$ cat config.mk
export PLATFORM = sky130hd
export DESIGN_NAME = data_bus_master
export DESIGN_NICKNAME = d
export VERILOG_FILES = /design/src/rtl/data_bus_master.sv
export SDC_FILE = /design/constraint.sdc
export NUM_CORES = 1
export LEC_CHECK = 0
export CAP_MARGIN = 5
export CORE_ASPECT_RATIO = 1.4
export CORE_MARGIN = 2
export CORE_UTILIZATION = 40
export DETAILED_ROUTE_END_ITERATION = 7
export GPL_TIMING_DRIVEN = 0
export PLACE_DENSITY_LB_ADDON = 0.3
export SETUP_SLACK_MARGIN = 0.1
export SYNTH_ARGS = -nofsm -noshare
export SYNTH_HDL_FRONTEND = slang
export SYNTH_SLANG_ARGS = --single-unit
$ cat constraint.sdc
create_clock -name clk -period 2.3 [get_ports clk]
set_clock_uncertainty 0.05 [all_clocks]
set_input_delay 0.23 -clock clk [delete_from_list [all_inputs] [get_ports clk]]
set_output_delay 0.23 -clock clk [all_outputs]
set_load 0.02 [all_outputs]
$ cat src/rtl/data_bus_master.sv
// data_bus_master: one-at-a-time load/store initiator between MEM stage and byte-lane data RAM.
// Latency: ack_o WAIT_CYCLES+2 cycles after request; misaligned requests (ALIGN_EXC_EN) ack after 1 cycle.
// Backpressure: stallreq_o holds the pipeline from request through ACCESS and drops in DONE.
// Optional macro ALIGN_EXC_EN: misaligned accesses raise adel_o/ades_o instead of being force-aligned.
module data_bus_master #(
  parameter int WAIT_CYCLES = 1
) (
  input  logic        clk,
  input  logic        rst,
  input  logic        req_i,
  input  logic [2:0]  mem_op_i,
  input  logic [31:0] addr_i,
  input  logic [31:0] wdata_i,
  output logic        ack_o,
  output logic [31:0] rdata_o,
  output logic        stallreq_o,
  output logic        adel_o,
  output logic        ades_o,
  output logic        mem_ce_o,
  output logic        mem_we_o,
  output logic [31:0] mem_addr_o,
  output logic [3:0]  mem_sel_o,
  output logic [31:0] mem_data_o,
  input  logic [31:0] mem_data_i
);

  localparam logic [2:0] OP_LB  = 3'b000;
  localparam logic [2:0] OP_LBU = 3'b001;
  localparam logic [2:0] OP_LH  = 3'b010;
  localparam logic [2:0] OP_LHU = 3'b011;
  localparam logic [2:0] OP_LW  = 3'b100;
  localparam logic [2:0] OP_SB  = 3'b101;
  localparam logic [2:0] OP_SH  = 3'b110;
  localparam logic [2:0] OP_SW  = 3'b111;

  typedef enum logic [1:0] {
    IDLE   = 2'd0,
    ACCESS = 2'd1,
    DONE   = 2'd2
  } state_t;

  state_t      state;
  state_t      state_nxt;
  logic [2:0]  op_q;
  logic [31:0] addr_q;
  logic [31:0] wdata_q;
  logic [3:0]  cnt_q;

  logic        req_half;
  logic        req_word;
  logic        req_store;
  logic        req_err;
  logic [31:0] req_addr;
  logic        op_store;
  logic [7:0]  ld_byte;
  logic [15:0] ld_half;
  logic [31:0] ld_ext;

  // Classify the incoming request by access size and direction.
  always_comb begin
    req_half  = (mem_op_i == OP_LH) || (mem_op_i == OP_LHU) || (mem_op_i == OP_SH);
    req_word  = (mem_op_i == OP_LW) || (mem_op_i == OP_SW);
    req_store = (mem_op_i == OP_SB) || (mem_op_i == OP_SH) || (mem_op_i == OP_SW);
  end

`ifdef ALIGN_EXC_EN
  // Misaligned halfword/word requests become an error acknowledge with no RAM access.
  assign req_err  = (req_half && addr_i[0]) || (req_word && (addr_i[1:0] != 2'b00));
  assign req_addr = addr_i;
`else
  // Misaligned requests are silently aligned down to the access size.
  assign req_err  = 1'b0;
  assign req_addr = {addr_i[31:2], addr_i[1] & ~req_word, addr_i[0] & ~req_half & ~req_word};
`endif

  assign op_store = (op_q == OP_SB) || (op_q == OP_SH) || (op_q == OP_SW);

  // Pick the addressed byte/halfword (big-endian lanes) and extend it per load type.
  always_comb begin
    ld_byte = 8'h00;
    case (addr_q[1:0])
      2'b00:   ld_byte = mem_data_i[31:24];
      2'b01:   ld_byte = mem_data_i[23:16];
      2'b10:   ld_byte = mem_data_i[15:8];
      default: ld_byte = mem_data_i[7:0];
    endcase
    ld_half = addr_q[1] ? mem_data_i[15:0] : mem_data_i[31:16];
    case (op_q)
      OP_LB:   ld_ext = {{24{ld_byte[7]}}, ld_byte};
      OP_LBU:  ld_ext = {24'h000000, ld_byte};
      OP_LH:   ld_ext = {{16{ld_half[15]}}, ld_half};
      OP_LHU:  ld_ext = {16'h0000, ld_half};
      default: ld_ext = mem_data_i;
    endcase
  end

  // State register; reset aborts any access in flight.
  always_ff @(posedge clk or negedge rst) begin
    if (!rst) state <= IDLE;
    else      state <= state_nxt;
  end

  // Next-state logic; req_i is ignored in DONE since it still shows the completing instruction.
  always_comb begin
    state_nxt = state;
    case (state)
      IDLE:    if (req_i) state_nxt = req_err ? DONE : ACCESS;
      ACCESS:  if (cnt_q == 4'd0) state_nxt = DONE;
      DONE:    state_nxt = IDLE;
      default: state_nxt = IDLE;
    endcase
  end

  // RAM-side outputs decode registered state only, so req_i never reaches the RAM combinationally.
  always_comb begin
    mem_ce_o   = 1'b0;
    mem_we_o   = 1'b0;
    mem_addr_o = 32'h0;
    mem_sel_o  = 4'b0000;
    mem_data_o = 32'h0;
    stallreq_o = (state == ACCESS) || ((state == IDLE) && req_i);
    if (state == ACCESS) begin
      mem_ce_o   = 1'b1;
      mem_we_o   = op_store;
      mem_addr_o = {addr_q[31:2], 2'b00};
      case (op_q)
        OP_LB, OP_LBU, OP_SB: begin
          mem_sel_o  = 4'b1000 >> addr_q[1:0];
          mem_data_o = {4{wdata_q[7:0]}};
        end
        OP_LH, OP_LHU, OP_SH: begin
          mem_sel_o  = addr_q[1] ? 4'b0011 : 4'b1100;
          mem_data_o = {2{wdata_q[15:0]}};
        end
        default: begin
          mem_sel_o  = 4'b1111;
          mem_data_o = wdata_q;
        end
      endcase
    end
  end

  // Request latch, wait counter and registered completion (ack, data, error flags).
  always_ff @(posedge clk or negedge rst) begin
    if (!rst) begin
      op_q    <= OP_LB;
      addr_q  <= 32'h0;
      wdata_q <= 32'h0;
      cnt_q   <= 4'd0;
      ack_o   <= 1'b0;
      rdata_o <= 32'h0;
      adel_o  <= 1'b0;
      ades_o  <= 1'b0;
    end else begin
      ack_o  <= 1'b0;
      adel_o <= 1'b0;
      ades_o <= 1'b0;
      case (state)
        IDLE: begin
          if (req_i) begin
            if (req_err) begin
              ack_o   <= 1'b1;
              rdata_o <= 32'h0;
              adel_o  <= ~req_store;
              ades_o  <= req_store;
            end else begin
              op_q    <= mem_op_i;
              addr_q  <= req_addr;
              wdata_q <= wdata_i;
              cnt_q   <= 4'(WAIT_CYCLES);
            end
          end
        end
        ACCESS: begin
          if (cnt_q != 4'd0) begin
            cnt_q <= cnt_q - 4'd1;
          end else begin
            ack_o   <= 1'b1;
            rdata_o <= op_store ? 32'h0 : ld_ext;
          end
        end
        default: ;
      endcase
    end
  end

endmodule

==> results of run 1 <==
placed cells by master (no fill, tap or decap), types with 3 or more instances in the layout:
master / n
sky130_fd_sc_hd__clkbuf_1: 5
sky130_fd_sc_hd__clkbuf_16: 9
sky130_fd_sc_hd__inv_2: 3
sky130_fd_sc_hd__nand2_1: 53
sky130_fd_sc_hd__nor2_1: 47
sky130_fd_sc_hd__nand3_1: 4
sky130_fd_sc_hd__mux2i_1: 11
sky130_fd_sc_hd__inv_1: 4
sky130_fd_sc_hd__clkdlybuf4s50_1: 134
sky130_fd_sc_hd__dlygate4sd2_1: 30
sky130_fd_sc_hd__a21oi_1: 9
sky130_fd_sc_hd__buf_2: 23
sky130_fd_sc_hd__and2_1: 40
sky130_fd_sc_hd__conb_1: 4
sky130_fd_sc_hd__clkbuf_2: 9
sky130_fd_sc_hd__mux4_2: 8
sky130_fd_sc_hd__mux2_2: 63
sky130_fd_sc_hd__a21oi_2: 4
sky130_fd_sc_hd__clkbuf_4: 4
sky130_fd_sc_hd__o22a_1: 7
sky130_fd_sc_hd__clkdlybuf4s15_1: 9
sky130_fd_sc_hd__a221oi_1: 8
sky130_fd_sc_hd__a22o_1: 7
sky130_fd_sc_hd__buf_6: 7
sky130_fd_sc_hd__buf_4: 23
sky130_fd_sc_hd__a31oi_1: 7
sky130_fd_sc_hd__o21ai_0: 25
sky130_fd_sc_hd__dfrtp_1: 104
cells by family after synthesis:
family / Yosys count
DFF: 106
AOI/OAI and AO/OA: 79
buffers and inverters: 43
other: 1
muxes: 82
and+or+nand+nor: 158
adders and majority gates: 2
xor gates and xnor gates: 3
per-stage QoR:
step / instances / area [um^2]
floorplan: 477 / 5210
global placement: 833 / 7440
detailed placement: 834 / 7460
CTS: 854 / 7760
global route: 861 / 7870
finish: 861 / 7870
power breakdown:
group / total [mW] / internal, mW / leakage, nW / switching [mW]
registers: 3.38 / 2.81 / 1.27 / 0.573
clock network: 1.69 / 0.965 / 0.154 / 0.729
logic: 7.64 / 3.48 / 2.03 / 4.15
what timing repair did:
action	CTS	global route
buffers inserted	3	6
endpoints found under the hold margin	41	0
hold buffers	1	0
gates cloned	0	1
resized for setup	174	54
setup endpoints to repair	70	74
pin swaps	1	4
worst max-delay path, cell delays in order (launching register included):
cell and delay (ps):
sky130_fd_sc_hd__dfrtp_2 430, sky130_fd_sc_hd__nand2b_4 170, sky130_fd_sc_hd__and2_1 160, sky130_fd_sc_hd__buf_4 170, sky130_fd_sc_hd__or2_4 280, sky130_fd_sc_hd__a21oi_2 170
sky130_fd_sc_hd__buf_4 160
registers in the layout, summed over array words and instances (netlist names):
register	cells
wdata_q	32
op_q	3
cnt_q	4
ack_o	1
state	2
rdata_o	32
addr_q	32
cell type report:
type	instances	area, um^2
timing repair buffer	215	2010
multi-input combinational	328	2410
clock inverter	7	100
fill	1099	4890
buffer	34	223
tap	153	191
clock buffer	9	225
sequential	106	2660
inverter	9	46.3
worst max path at each step:
stage | startpoint | end | cells after the start
2_1_floorplan | cnt_q[0]$_DFFE_PN0P_ | rdata_o[15]$_DFFE_PN0P_ | 9
3_3_place_gp | rst | wdata_q[22]$_DFFE_PN0P_ | 1
3_5_place_dp | op_q[0]$_DFFE_PN0P_ | mem_data_o[30] | 6
4_1_cts | state[1]$_DFFE_PN0P_ | mem_data_o[13] | 5
5_1_grt | op_q[1]$_DFFE_PN0P_ | mem_data_o[28] | 7
6_report | op_q[0]$_DFFE_PN0P_ | mem_sel_o[2] | 6
metal layers:
metal	wire length [um]	up-vias
met2	8330	183
met4	369	0
li1	-	2093
met5	0	-
met1	5870	2209
met3	1070	23
==> flow_summary.toml, run 1 <==
[run_status]
run_status = "finished, final reports clean"

[critical_path]
critical_path_peak_fanout = 9
setup.worst_path.start_class = "register"
worst_r2r_startpoint = "cnt_q[0]$_DFFE_PN0P_"
worst-setup-path-type = "register to output port"
crit_arrival_ps = 1880
crit_required_ps = 2020
worst_r2r_path_depth = 9
r2r-end = "rdata_o[6]$_DFFE_PN0P_"
worstSetupEndpointType = "output port"
ff2ff_setup_slack_ps = 180

[synthesis]
synth.avg_cell_area_um2 = 11.0
async_flop_share_pct = 100
ys_top_cells_by_count = "sky130_fd_sc_hd__dfrtp_1, sky130_fd_sc_hd__mux2_2, sky130_fd_sc_hd__nand2_1"
post_synth_inst_count = 474
synth_ff_type = "sky130_fd_sc_hd__dfrtp_1"
yosys.area_share.adder_pct = 0.481
synthMuxAreaShare_pct = 19.2
synth_simple_gate_area_share_pct = 14.2
distinct_cell_type_count_after_synthesis = 43
synth-seq-area-share_pct = 51.0
synth_most_common_cell = "sky130_fd_sc_hd__dfrtp_1"
synth-edff-count = 0
netlist.area_leader.share_pct = 51.0
synth_compound_area_share_pct = 10.2
post-synth-top-area-cell = "sky130_fd_sc_hd__dfrtp_1"
ys_top_cells_by_area = "sky130_fd_sc_hd__dfrtp_1, sky130_fd_sc_hd__mux2_2, sky130_fd_sc_hd__and2_1"
synth_top_family_by_area = "multiplexers"
warnings_synthesis = 0
mappedNetlistArea_mm2 = 0.00520
fraction_of_synthesized_cell_area_in_xor_and_xnor_cells_pct = 0.505
yosys_register_bits = 106

[clock_network]
clk_pin_slew_worst_paths_ps = 70
root_buffer = "sky130_fd_sc_hd__clkbuf_16"
htree_num_levels = 3
cts.sink_count = 106
insertion_delay_ps = 350
clock_tree.buffer_depth = 2
cts_buf_count = 9
cts_tree = "built"

[route]
vias = 4508
wire_per_inst_um = 18.2
wl_um = 15600
via_cell_ratio = 5.24
drtIter0Drc = 179
route.antenna.remaining_nets = 0
firstDrtPassIters = 4
drc = 0

[global_routing]
global_route.usage.met3_pct = 5.24
globalRouteMet1Util_pct = 26.8
initial_antenna_violation_count = 0
first_global_vias = 4758
most_used_routing_layer = "met2"
largest_net_degree_at_the_start_of_global_routing = 66
globalRoute.totalOverflow = 0
grt_util_met2_pct = 39.7
groute.usage.overall_pct = 22.5
first_pass_grt_wire_length_um = 24400

[floorplan]
core_region_area_mm2 = 0.0128
ports = 208
die_x_um = 100
dieArea_mm2 = 0.0139
site_row_count = 49
fp.dieH_um = 139
initial_utilization_pct = 40.8

[power_and_ir_drop]
power.total_mw = 12.7
ir_worst_vdd_uv = 931
static-leakage-power_nw = 3.46
pwr_density_cell_mw_per_mm2 = 1620

[final_layout]
final_nets = 807
drive_above_1_share_pct = 25.6
utilization_pct = 61.7
area_growth_pct = 51.2
antennaDiodeCount = 0

[placed_design]
gp_routability_congestion = 0.883
dp_slack_ps = -532
io_buffers = 203
dpl_wire_length_um = 11700

[sta]
maxSlewHeadroom_pct = 55.6
tightest_slew_ps = 664
setup_repair_after_global_routing_missed_its_margin = "yes"
finalSetupViolations = 0
setup_tns_ps = 0
maximum_clock_frequency_ghz = 0.463
worst_hold_slack_ps = 369
final.period_utilization_pct = 94.0
layout_min_cycle_time_ps = 2160
setup_slack_ps = 138
maxSlewViolCount = 0
final_hold_viol_count = 0

[hold_path]
worst_hold_path_type = "input pin to asynchronous set/reset pin"

[run]
max-cap-violations = 0
(Power assumes the default switching activity.)
==> inputs of run 2 (changes only) <==
--- a/config.mk
+++ b/config.mk
@@ -9,10 +9,12 @@
 export CORE_ASPECT_RATIO = 1.4
 export CORE_MARGIN = 2
 export CORE_UTILIZATION = 40
+export CTS_BUF_LIST = sky130_fd_sc_hd__clkbuf_8 sky130_fd_sc_hd__clkbuf_16
 export DETAILED_ROUTE_END_ITERATION = 7
 export GPL_TIMING_DRIVEN = 0
 export PLACE_DENSITY_LB_ADDON = 0.3
 export SETUP_SLACK_MARGIN = 0.1
+export SKIP_CTS_REPAIR_TIMING = 1
 export SYNTH_ARGS = -nofsm -noshare
 export SYNTH_HDL_FRONTEND = slang
 export SYNTH_SLANG_ARGS = --single-unit
==> flow_summary.toml, run 2 (same netlist as run 1, synthesis figures left out) <==
[critical_path]
crit_required_ps = 2020
worst_r2r_path_depth = 9
path_common_cell = "sky130_fd_sc_hd__buf_6"
worstPathBufferInverterCount = 4
cp_slowest_cell = "sky130_fd_sc_hd__dfrtp_1"
crit_arrival_ps = 1950
ff2ff_setup_slack_ps = 180
worst_r2r_startpoint = "cnt_q[0]$_DFFE_PN0P_"
r2r-end = "rdata_o[6]$_DFFE_PN0P_"
worstSetupEndpointType = "output port"
worst-setup-path-type = "register to output port"
critical_path_peak_fanout = 8
setup.worst_path.start_class = "register"
largest_delay_share_family_worst_path = "buffers and inverters"
crit_path_largest_cell_delay_ps = 370
critical_path_cell_by_cell = "buf_6, a21boi_4, a21oi_4, buf_4, buf_6, mux2i_1, nor2_1, dlymetal6s2s_1"

[clock_network]
clock_tree.buffer_depth = 2
cts_tree = "built"
insertion_delay_ps = 350
root_buffer = "sky130_fd_sc_hd__clkbuf_16"
htree_num_levels = 3
cts_buf_count = 9
clk_pin_slew_worst_paths_ps = 70
cts.sink_count = 106

[power_and_ir_drop]
power.total_mw = 13.3
ir_worst_vdd_uv = 1100
pwr_density_cell_mw_per_mm2 = 1630
static-leakage-power_nw = 4.05

[floorplan]
ports = 208
fp.dieH_um = 139
core_region_area_mm2 = 0.0128
dieArea_mm2 = 0.0139
die_x_um = 100
site_row_count = 49
initial_utilization_pct = 40.8

[sta]
setup_repair_after_global_routing_missed_its_margin = "yes"
final_hold_viol_count = 0
worst_hold_slack_ps = 375
setup_slack_ps = 69.8
setup_tns_ps = 0
maxSlewHeadroom_pct = 55.3
final.period_utilization_pct = 97.0
maxSlewViolCount = 0
tightest_slew_ps = 670
maximum_clock_frequency_ghz = 0.448
finalSetupViolations = 0
layout_min_cycle_time_ps = 2230

[route]
route.antenna.remaining_nets = 0
vias = 4551
via_cell_ratio = 5.24
drtIter0Drc = 199
wire_per_inst_um = 18.3
wl_um = 15900
drc = 0
firstDrtPassIters = 5

[final_layout]
final_cell_mix = "sky130_fd_sc_hd__clkdlybuf4s50_1, sky130_fd_sc_hd__dfrtp_1, sky130_fd_sc_hd__mux2_2, sky130_fd_sc_hd__nand2_1, sky130_fd_sc_hd__dlymetal6s2s_1"
area_growth_pct = 57.0
drive_above_1_share_pct = 25.0
design_area_mm2 = 0.00817
largestRegisters = "addr_q (32), rdata_o (32), wdata_q (32)"
utilization_pct = 64.1
multi_input_area_mm2 = 0.00242
seq_area_mm2 = 0.00266
final_cell_count_no_fill = 869
num-fill-cells = 1057
antennaDiodeCount = 0
final_nets = 815
leading_cell_type_in_the_layout_fill_and_taps_excluded = "sky130_fd_sc_hd__clkdlybuf4s50_1"

[run_status]
run_status = "finished, final reports clean"

[placed_design]
placedCellCount = 834
gp_routability_congestion = 0.883
io_buffers = 203
dp_slack_ps = -532
dpl_wire_length_um = 11700
placedInstanceArea_mm2 = 0.00746

[global_routing]
groute.usage.overall_pct = 22.5
globalRoute.totalOverflow = 0
initial_antenna_violation_count = 0
first_global_vias = 4751
first_pass_grt_wire_length_um = 24400
largest_net_degree_at_the_start_of_global_routing = 66

[hold_path]
worst_hold_path_type = "input pin to asynchronous set/reset pin"

[run]
max-cap-violations = 0
run 2: cell types whose count changed in the layout (fill, tap and decap cells not counted), sizes merged:
cell	change
buf	+3
clkdlybuf4s15	-11
clkbuf	-3
inv	-1
clkinvlp	+1
dlymetal6s2s	+49
dlygate4sd2	-30
run 2: worst reg2reg max path, stage by stage, from the launching register on:
cell	delay, ps
sky130_fd_sc_hd__dfrtp_1	400
sky130_fd_sc_hd__inv_2	70
sky130_fd_sc_hd__ha_1	140
sky130_fd_sc_hd__or3b_4	380
sky130_fd_sc_hd__buf_6	140
sky130_fd_sc_hd__or2_1	210
sky130_fd_sc_hd__buf_6	150
sky130_fd_sc_hd__buf_6	140
sky130_fd_sc_hd__a221oi_1	230
sky130_fd_sc_hd__nor2_1	80
run 2: area by class of cell:
class,instances,share of cell area (%)
Buffer,34,2.67
Sequential cell,106,32.5
Inverter,9,0.613
Timing Repair Buffer,223,28.2
Multi-Input combinational cell,328,29.7
Clock inverter,7,1.23
Clock buffer,9,2.76
Tap cell,153,2.34
run 2: worst max-delay path by stage:
stage / from / endpoint / cells after the start
after floorplan: cnt_q[0]$_DFFE_PN0P_ / rdata_o[15]$_DFFE_PN0P_ / 9
after global placement: rst / wdata_q[22]$_DFFE_PN0P_ / 1
after detailed placement: op_q[0]$_DFFE_PN0P_ / mem_data_o[30] / 6
after CTS: op_q[0]$_DFFE_PN0P_ / mem_data_o[25] / 6
after global routing: op_q[1]$_DFFE_PN0P_ / mem_data_o[23] / 8
final: op_q[1]$_DFFE_PN0P_ / mem_data_o[23] / 8
run 2: routing by layer:
layer / vias up / GRT usage, % / share of wire (%)
met5: - / 0 / 0
met4: 0 / 7.50 / 3.1
met3: 27 / 5.49 / 6.2
met2: 179 / 39.5 / 53
met1: 2234 / 26.7 / 38
li1: 2111 / - / -
run 2: where the power goes:
part | leakage, nW | internal [mW] | switching, mW
Clock | 0.154 | 0.964 | 0.723
Sequential | 1.27 | 2.81 | 0.580
Combinational | 2.62 | 3.97 | 4.24
==> inputs of run 3 (changes only) <==
--- a/config.mk
+++ b/config.mk
@@ -15,6 +15,7 @@
 export PLACE_DENSITY_LB_ADDON = 0.3
 export SETUP_SLACK_MARGIN = 0.1
 export SKIP_CTS_REPAIR_TIMING = 1
+export SKIP_LAST_GASP = 1
 export SYNTH_ARGS = -nofsm -noshare
 export SYNTH_HDL_FRONTEND = slang
 export SYNTH_SLANG_ARGS = --single-unit
==> results of run 3 <==
Same layout as run 2: the final DEF is identical, and so are final timing and power.
